**src/rtl/pipe_ctrl.sv**
```systemverilog
// Pipeline hazard controller: load-use interlock, branch redirect,
// data-bus wait with timeout, and stall/redirect performance counters.
module pipe_ctrl #(
   parameter int MEM_TIMEOUT = 15,
   parameter int CNT_W       = 16
) (
   input  logic             clk,
   input  logic             rst,
   input  logic             ex_jump_flag_i,
   input  logic [31:0]      ex_jump_addr_i,
   input  logic             ex_mem_r_ena_i,
   input  logic [4:0]       ex_reg_w_addr_i,
   input  logic [4:0]       id_rs1_addr_i,
   input  logic [4:0]       id_rs2_addr_i,
   input  logic             id_rs1_use_i,
   input  logic             id_rs2_use_i,
   input  logic             mem_req_i,
   input  logic             mem_ready_i,
   output logic             stall_pc_o,
   output logic             stall_if_id_o,
   output logic             stall_id_ex_o,
   output logic             stall_ex_mem_o,
   output logic             flush_if_id_o,
   output logic             flush_id_ex_o,
   output logic             pc_load_o,
   output logic [31:0]      pc_load_addr_o,
   output logic [1:0]       state_o,
   output logic             err_timeout_o,
   output logic [CNT_W-1:0] stall_cnt_o,
   output logic [CNT_W-1:0] flush_cnt_o
);

   typedef enum logic [1:0] {
      RUN      = 2'd0,
      LU_STALL = 2'd1,
      MEM_WAIT = 2'd2,
      ERR      = 2'd3
   } state_t;

   localparam int            WW  = $clog2(MEM_TIMEOUT + 2);
   localparam logic [WW-1:0] TMO = WW'(MEM_TIMEOUT);

   state_t           state;
   state_t           state_nx;
   logic [WW-1:0]    wait_cnt;
   logic [WW-1:0]    wait_nx;
   logic [WW-1:0]    wait_inc;
   logic [CNT_W-1:0] stall_cnt;
   logic [CNT_W-1:0] flush_cnt;
   logic             err;
   logic             load_use;
   logic             rs1_hit;
   logic             rs2_hit;
   logic             mem_busy;
   logic             stall_fe;
   logic             stall_be;
   logic             flush_fd;
   logic             flush_de;
   logic             load;

   assign rs1_hit  = id_rs1_use_i & (id_rs1_addr_i == ex_reg_w_addr_i);
   assign rs2_hit  = id_rs2_use_i & (id_rs2_addr_i == ex_reg_w_addr_i);
   assign load_use = ex_mem_r_ena_i & (ex_reg_w_addr_i != 5'd0)
                   & (rs1_hit | rs2_hit);
   assign mem_busy = mem_req_i & ~mem_ready_i;
   assign wait_inc = wait_cnt + WW'(1);

   always_comb begin
      state_nx = state;
      wait_nx  = wait_cnt;
      stall_fe = 1'b0;
      stall_be = 1'b0;
      flush_fd = 1'b0;
      flush_de = 1'b0;
      load     = 1'b0;
      unique case (state)
         RUN: begin
            if (mem_busy) begin
               stall_fe = 1'b1;
               stall_be = 1'b1;
               wait_nx  = '0;
               state_nx = MEM_WAIT;
            end else if (ex_jump_flag_i) begin
               load     = 1'b1;
               flush_fd = 1'b1;
               flush_de = 1'b1;
            end else if (load_use) begin
               stall_fe = 1'b1;
               flush_de = 1'b1;
               state_nx = LU_STALL;
            end
         end
         LU_STALL: begin
            state_nx = RUN;
            if (ex_jump_flag_i) begin
               load     = 1'b1;
               flush_fd = 1'b1;
               flush_de = 1'b1;
            end
         end
         MEM_WAIT: begin
            if (mem_ready_i) begin
               state_nx = RUN;
            end else begin
               stall_fe = 1'b1;
               stall_be = 1'b1;
               wait_nx  = wait_inc;
               if (wait_inc == TMO) state_nx = ERR;
            end
         end
         ERR: begin
            stall_fe = 1'b1;
            stall_be = 1'b1;
         end
         default: state_nx = RUN;
      endcase
      // reset squashes the pipe with bubbles rather than holding it
      if (rst) begin
         stall_fe = 1'b0;
         stall_be = 1'b0;
         flush_fd = 1'b1;
         flush_de = 1'b1;
         load     = 1'b0;
      end
   end

   always_ff @(posedge clk) begin
      if (rst) begin
         state     <= RUN;
         wait_cnt  <= '0;
         stall_cnt <= '0;
         flush_cnt <= '0;
         err       <= 1'b0;
      end else begin
         state    <= state_nx;
         wait_cnt <= wait_nx;
         if (stall_fe && !(&stall_cnt)) stall_cnt <= stall_cnt + CNT_W'(1);
         if (load && !(&flush_cnt)) flush_cnt <= flush_cnt + CNT_W'(1);
         if (state_nx == ERR) err <= 1'b1;
      end
   end

   assign stall_pc_o     = stall_fe;
   assign stall_if_id_o  = stall_fe;
   assign stall_id_ex_o  = stall_be;
   assign stall_ex_mem_o = stall_be;
   assign flush_if_id_o  = flush_fd;
   assign flush_id_ex_o  = flush_de;
   assign pc_load_o      = load;
   assign pc_load_addr_o = load ? ex_jump_addr_i : 32'd0;
   assign state_o        = state;
   assign err_timeout_o  = err;
   assign stall_cnt_o    = stall_cnt;
   assign flush_cnt_o    = flush_cnt;

endmodule

```
**config.mk**
```make
export PLATFORM = sky130hd
export DESIGN_NAME = pipe_ctrl
export DESIGN_NICKNAME = d
export VERILOG_FILES = /design/src/rtl/pipe_ctrl.sv
export SDC_FILE = /design/constraint.sdc
export NUM_CORES = 1
export LEC_CHECK = 0
export ABC_AREA = 1
export CAP_MARGIN = 20
export CORE_MARGIN = 3
export CORE_UTILIZATION = 38
export CTS_CLUSTER_SIZE = 12
export DETAILED_ROUTE_END_ITERATION = 7
export PLACE_DENSITY = 0.78
export SETUP_SLACK_MARGIN = 0.05
export SYNTH_ARGS = -nofsm -noshare
export SYNTH_HDL_FRONTEND = slang
export SYNTH_SLANG_ARGS = --single-unit
export TNS_END_PERCENT = 100
```
**constraint.sdc**
```tcl
create_clock -name clk -period 1.5 [get_ports clk]
set_input_delay 0.3 -clock clk [delete_from_list [all_inputs] [get_ports clk]]
set_output_delay 0.3 -clock clk [all_outputs]
set_load 0.05 [all_outputs]
```
==> results of run 1 <==
-- kinds of logic after synthesis --
group	Yosys count	share of synthesized area, %
compound gates	49	9.67
simple gates	240	38.3
xor+xnor	20	6.39
buf+inv	100	14.6
fa+ha+maj	4	1.82
flops	40	29.2
-- layout make-up --
| type | instances | area [um2] |
|---|---|---|
| Tap cell | 96 | 120 |
| Sequential cell | 40 | 865 |
| Clock inverter | 2 | 35.0 |
| Fill cell | 342 | 898 |
| Multi-Input combinational cell | 314 | 2100 |
| Timing Repair Buffer | 208 | 2480 |
| Clock buffer | 6 | 72.6 |
| Inverter | 87 | 335 |
-- repair_timing --
| action | 4_1_cts | 5_1_grt |
|---|---|---|
| gates cloned | 3 | 1 |
| pin swaps | 17 | 15 |
| endpoints found under the setup margin | 71 | 75 |
| setup buffers | 11 | 4 |
| resized for setup | 93 | 66 |
-- worst max-delay path, stage by stage (launching register included) --
cell	delay, ps
dfxtp_4	350
buf_4	150
buf_4	150
nand2_2	70
inv_2	50
o21ai_4	220
clkinvlp_4	160
buf_6	170
-- metal layers --
metal	vias to the layer above	global-route usage [%]	wire length, um	share of wire [%]
li1	1811	-	-	-
met1	1828	29.0	4650	37
met2	271	51.0	6530	52
met3	57	5.63	927	7.3
met4	0	9.42	520	4.1
met5	-	0	0	0
-- registers in the layout, indices dropped and copies added (netlist names) --
signal / cells
flush_cnt_o: 16
stall_cnt_o: 16
wait_cnt: 5
state_o: 2
err_timeout_o: 1
-- through the flow --
step,TNS [ps],hold slack [ps]
3_3_place_gp,-37890,443
3_5_place_dp,-41180,456
4_1_cts,-17480,481
2_1_floorplan,-19210,465
6_report,-17880,457
5_1_grt,-22640,472
-- cells in the final DEF, fill, tap and decap left out, drive strengths merged --
| cell | synthesis | final |
|---|---|---|
| nor3b | 3 | 3 |
| o21ai | 12 | 12 |
| xor2 | 16 | 16 |
| inv | 87 | 86 |
| dlygate4sd2 | 0 | 19 |
| nor3 | 12 | 12 |
| clkbuf | 6 | 8 |
| nand2 | 102 | 103 |
| clkdlybuf4s50 | 0 | 34 |
| o21ba | 1 | 1 |
| a21oi | 34 | 34 |
| xnor2 | 4 | 4 |
| nor2 | 74 | 74 |
| o31ai | 1 | 1 |
| buf | 7 | 153 |
| dfxtp | 40 | 40 |
| clkinvlp | 0 | 1 |
| nor4 | 1 | 1 |
| bufinv | 0 | 1 |
| ha | 4 | 4 |
| a31oi | 1 | 1 |
| or2 | 2 | 2 |
| clkinv | 0 | 1 |
| nand4 | 6 | 6 |
| nand3 | 40 | 40 |
-- power groups by stage --
stage | Clock (mW) | Combinational (mW) | Sequential (mW)
global placement | 0 | 0.791 | 1.09
floorplan | 0 | 0.440 | 1.12
CTS | 0.912 | 0.913 | 1.07
detailed placement | 0 | 0.808 | 1.09
finish | 0.911 | 0.977 | 1.07
global route | 0.965 | 1.02 | 1.07
-- path summary, 6_finish.rpt --
kind                                                     end  depth (start not counted)
worst min register to register   flush_cnt_o[7]$_SDFFE_PP0P_                          2
worst max register to register  stall_cnt_o[13]$_SDFFE_PP0P_                         10
worst max-delay path                           stall_id_ex_o                          7
worst min-delay path            flush_cnt_o[11]$_SDFFE_PP0P_                          3
==> results_dict.tcl, run 1 <==
set metrics [dict create \
    synth_fp_nets 512 \
    p_sw_share_pct 32.9 \
    r2r_slack_ps -250 \
    status "complete, but fails checks" \
    die_w_um 91.0 \
    clock_sinks 40 \
    end_kind "primary output" \
    crit_arrival_ps 1620 \
    die_h_um 91.0 \
    via_per_inst 5.27 \
    h-tree-depth 2 \
    holdCritStartpoint "rst" \
    seq_area_frac_synth_pct 29.2 \
    drt_pass1_iterations 5 \
    final_core_util_pct 87.0 \
    cts_buffers 5 \
    hold_path_class "in -> reg" \
    core_region_area_mm2 0.00691 \
    p_leak_nw 2.56 \
    cts_tree "yes" \
    final-setup-viol-count 69 \
    synth_top_area_share_pct 29.2 \
    n_antenna_cell 0 \
    setup.worst_path.start_class "flip-flop" \
    dieArea_mm2 0.00827 \
    grt_pass1_wl_mm 18.3 \
    first_global_vias 3867 \
    startpoint "state_o[0]$_SDFF_PP0_" \
    drtIter0Drc 253 \
    cp_max_fo 3 \
    period_share_pct 128 \
    hpwl_mm 7.67 \
    yosys-top-cells-area "dfxtp_1, nand2_1, inv_1" \
    cap_violations 0 \
    slew_headroom_pct 75.4 \
    grt_util_all_layers_pct 26.8 \
    overflow 0 \
    power.total_mw 2.96 \
    syn_area_mm2 0.00274 \
    rsz0062_at_grt "yes" \
    critPathKind "reg -> out" \
    sequentialPowerShare_pct 36.1 \
    drcViolationCount 0 \
    place_inst 728 \
    post-route-worst-setup-slack_ps -422 \
    violations "setup timing" \
    fin_cells 753 \
    ys_types 33 \
    synth-seq-cells 40 \
    post_synth.cell_area_avg_um2 6.05 \
    synthArstFlopShare_pct 0 \
    crit_required_ps 1200 \
    fmax_mhz 520 \
    fin_area_mm2 0.00601 \
    fin_nets 715 \
    num_vias 3967 \
    power.switching_mw 0.971 \
    yosysTopAreaCell "dfxtp_1" \
    r2r_start "state_o[0]$_SDFF_PP0_" \
    combPwrFrac_pct 33.0 \
    wl_mm 12.6 \
    ys_warn_count 0 \
    report.final.slew_viol_count 0 \
    antenna_found_initial 0 \
    grt_max_degree 21 \
    rows 30 \
    place.gp.congestion 0.874 \
    clockPowerShare_pct 30.8 \
    yosysMostFrequentCell "nand2_1" \
    fin_worst_skew_ps 10.8 \
    p_int_mw 1.98 \
    pin_count 129 \
    worst_skew_pair.late_latency_ps 300 \
    area_growth_pct 119 \
    hold_buffers 0 \
    cts-root-buf "clkbuf_8" \
    port_buffers 128 \
    detail-route-antenna-nets 0 \
    cts_max_path_buffers 2 \
    initial_core_util_pct 39.7 \
    place_area_mm2 0.00525 \
    clkSlewWorstSetupHoldPaths_ps 90 \
    synthTopCellsByCount "nand2_1, inv_1, nor2_1" \
    drive_above_1_share_pct 46.1 \
    synth_ff_type "dfxtp_1" \
    hold_violations 0 \
    place_ws_ps -643 \
    tightestPinTransition_ps 368 \
    p_per_area_mw_per_mm2 492 \
    finalCriticalPeriod_ps 1920 \
    detail_route.wl_per_cell_um 16.8 \
    synth_edf_count 0 \
    vdd_ir_drop_max_mv 0.429 \
    synthCells 453 \
]
(Power assumes the default switching activity.)
==> inputs of run 2 (changes only) <==
- TNS_END_PERCENT: 100 -> default
==> results of run 2 <==
No change in the layout: final DEF, timing and power equal those of run 1.
==> inputs of run 3 (changes only) <==
- SETUP_SLACK_MARGIN: 0.05 -> 0.02
==> run 3 against run 2 <==
  * The run still ends with setup timing left
  * Sequential power about the same
  * Clock power decreased by 14%
  * Global-route usage decreased by 1.1 points
  * Maximum frequency increased by 2.6%
  * Wire length increased by 4.8%
==> results_dict.tcl, run 3 (synthesis gave the netlist of run 1 again) <==
set metrics [dict create \
    setup.worst_path.start_class "flip-flop" \
    crit_arrival_ps 1570 \
    use_met1_pct 27.6 \
    detail_route.wl_per_cell_um 17.6 \
    cts_max_path_buffers 2 \
    vdd_ir_drop_max_mv 0.334 \
    crit_required_ps 1200 \
    clock_sinks 40 \
    first_global_vias 3805 \
    p_leak_nw 2.55 \
    drtIter0Drc 248 \
    fin_nets 713 \
    mostFrequentLayoutCells "nand2_1, inv_1, buf_4" \
    detail-route-antenna-nets 0 \
    num_vias 3998 \
    area_growth_pct 117 \
    n_antenna_cell 0 \
    rsz0062_at_grt "yes" \
    final_core_util_pct 86.2 \
    clkSlewWorstSetupHoldPaths_ps 70 \
    hold_violations 0 \
    port_buffers 128 \
    fin_area_mm2 0.00595 \
    drive_above_1_share_pct 45.2 \
    slew_headroom_pct 76.9 \
    cts-root-buf "clkbuf_8" \
    p_per_area_mw_per_mm2 477 \
    end_kind "primary output" \
    period_share_pct 125 \
    tightestPinTransition_ps 344 \
    power.total_mw 2.84 \
    grt_use_met3_pct 5.39 \
    place.gp.congestion 0.956 \
    finalCriticalPeriod_ps 1870 \
    wl_mm 13.2 \
    cp_max_fo 6 \
    fmax_mhz 534 \
    report.final.slew_viol_count 0 \
    fin_worst_skew_ps 16.7 \
    fillers 345 \
    cap_violations 0 \
    dieArea_mm2 0.00827 \
    die_w_um 91.0 \
    pin_count 129 \
    final-setup-viol-count 74 \
    gr-usage-met2_pct 48.9 \
    status "complete, but fails checks" \
    timing.hold.ws_ps 495 \
    hpwl_mm 7.78 \
    h-tree-depth 2 \
    antenna_found_initial 0 \
    critPathKind "reg -> out" \
    grt_pass1_wl_mm 17.6 \
    violations "setup timing" \
    drcViolationCount 0 \
    drt_pass1_iterations 5 \
    cts_tree "yes" \
    final_common_cell "nand2_1" \
    grt_util_all_layers_pct 25.8 \
    rows 30 \
    worst_skew_pair.late_latency_ps 310 \
    die_h_um 91.0 \
    grt-busiest-layer "met2" \
    initial_core_util_pct 39.7 \
    place_area_mm2 0.00526 \
    hold_path_class "reg -> reg" \
    hold_buffers 0 \
    core_region_area_mm2 0.00691 \
    overflow 0 \
    via_per_inst 5.32 \
    post-route-worst-setup-slack_ps -374 \
    grt_max_degree 18 \
    cts_buffers 5 \
]
[run 3: changes by cell type in the layout (fill, tap and decap cells not counted), moves of 3 or more]
cell	delta
o21ai_2	-3
nor2_4	-3
buf_6	+10
a21oi_1	-6
nand2_4	+6
buf_4	-6
o21ai_0	+4
inv_1	+4
buf_8	-4
nand2_1	-6
inv_2	-4
a21oi_2	+6
nor2_1	+4
[run 3: where the power goes]
group | leakage, nW | internal [mW] | switching, mW
logic | 2.16 | 0.439 | 0.545
registers | 0.338 | 1.06 | 0.0132
clock network | 0.0510 | 0.368 | 0.418
[run 3: routing by layer]
layer  up-vias  share of wire [%]  wire length, um
met4         0                4.1              548
met1      1873                 36             4790
li1       1808                  -                -
met3        65                7.5              993
met2       252                 52             6890
met5         -                  0                0
[run 3: area by class of cell]
cell class                      count  area [um2]  share of cell area [%]
Multi-Input combinational cell    314        2090                    35.1
Clock buffer                        6        82.6                    1.39
Clock inverter                      2        10.0                   0.168
Tap cell                           96         120                    2.02
Inverter                           87         338                    5.67
Sequential cell                    40         860                    14.4
Timing Repair Buffer              206        2450                    41.2
[run 3: critical path: stages, from the launching register on]
cell and delay (ps):
dfxtp_4 380, inv_2 40, nand2_2 80, nand3_4 90
nor2_4 160, inv_6 90, buf_16 160, nor2_4 110
buf_6 170
[run 3: final timing paths]
check / startpoint / to / slack [ps] / cells after the start
setup / recovery: state_o[0]$_SDFF_PP0_ / pc_load_addr_o[15] / -370 / 8
hold / removal: wait_cnt[3]$_SDFFE_PP0P_ / wait_cnt[3]$_SDFFE_PP0P_ / 500 / 2
setup reg to reg: state_o[1]$_SDFF_PP0_ / state_o[0]$_SDFF_PP0_ / -340 / 14
hold reg to reg: wait_cnt[3]$_SDFFE_PP0P_ / wait_cnt[3]$_SDFFE_PP0P_ / 500 / 2
[run 3: repair_timing]
item / CTS / global route
setup buffers: 9 / 4
resized for setup: 100 / 46
setup endpoints to repair: 71 / 75
gates cloned: 2 / 1
pin swaps: 31 / 9
[run 3: stage by stage]
stage          worst slack [ps]  TNS, ps  std cells
2_1_floorplan              -434   -19220        453
3_3_place_gp               -563   -34780        728
5_1_grt                    -430   -22600        751
4_1_cts                    -365   -14050        746
3_5_place_dp               -602   -37680        728
6_report                   -374   -18300        751
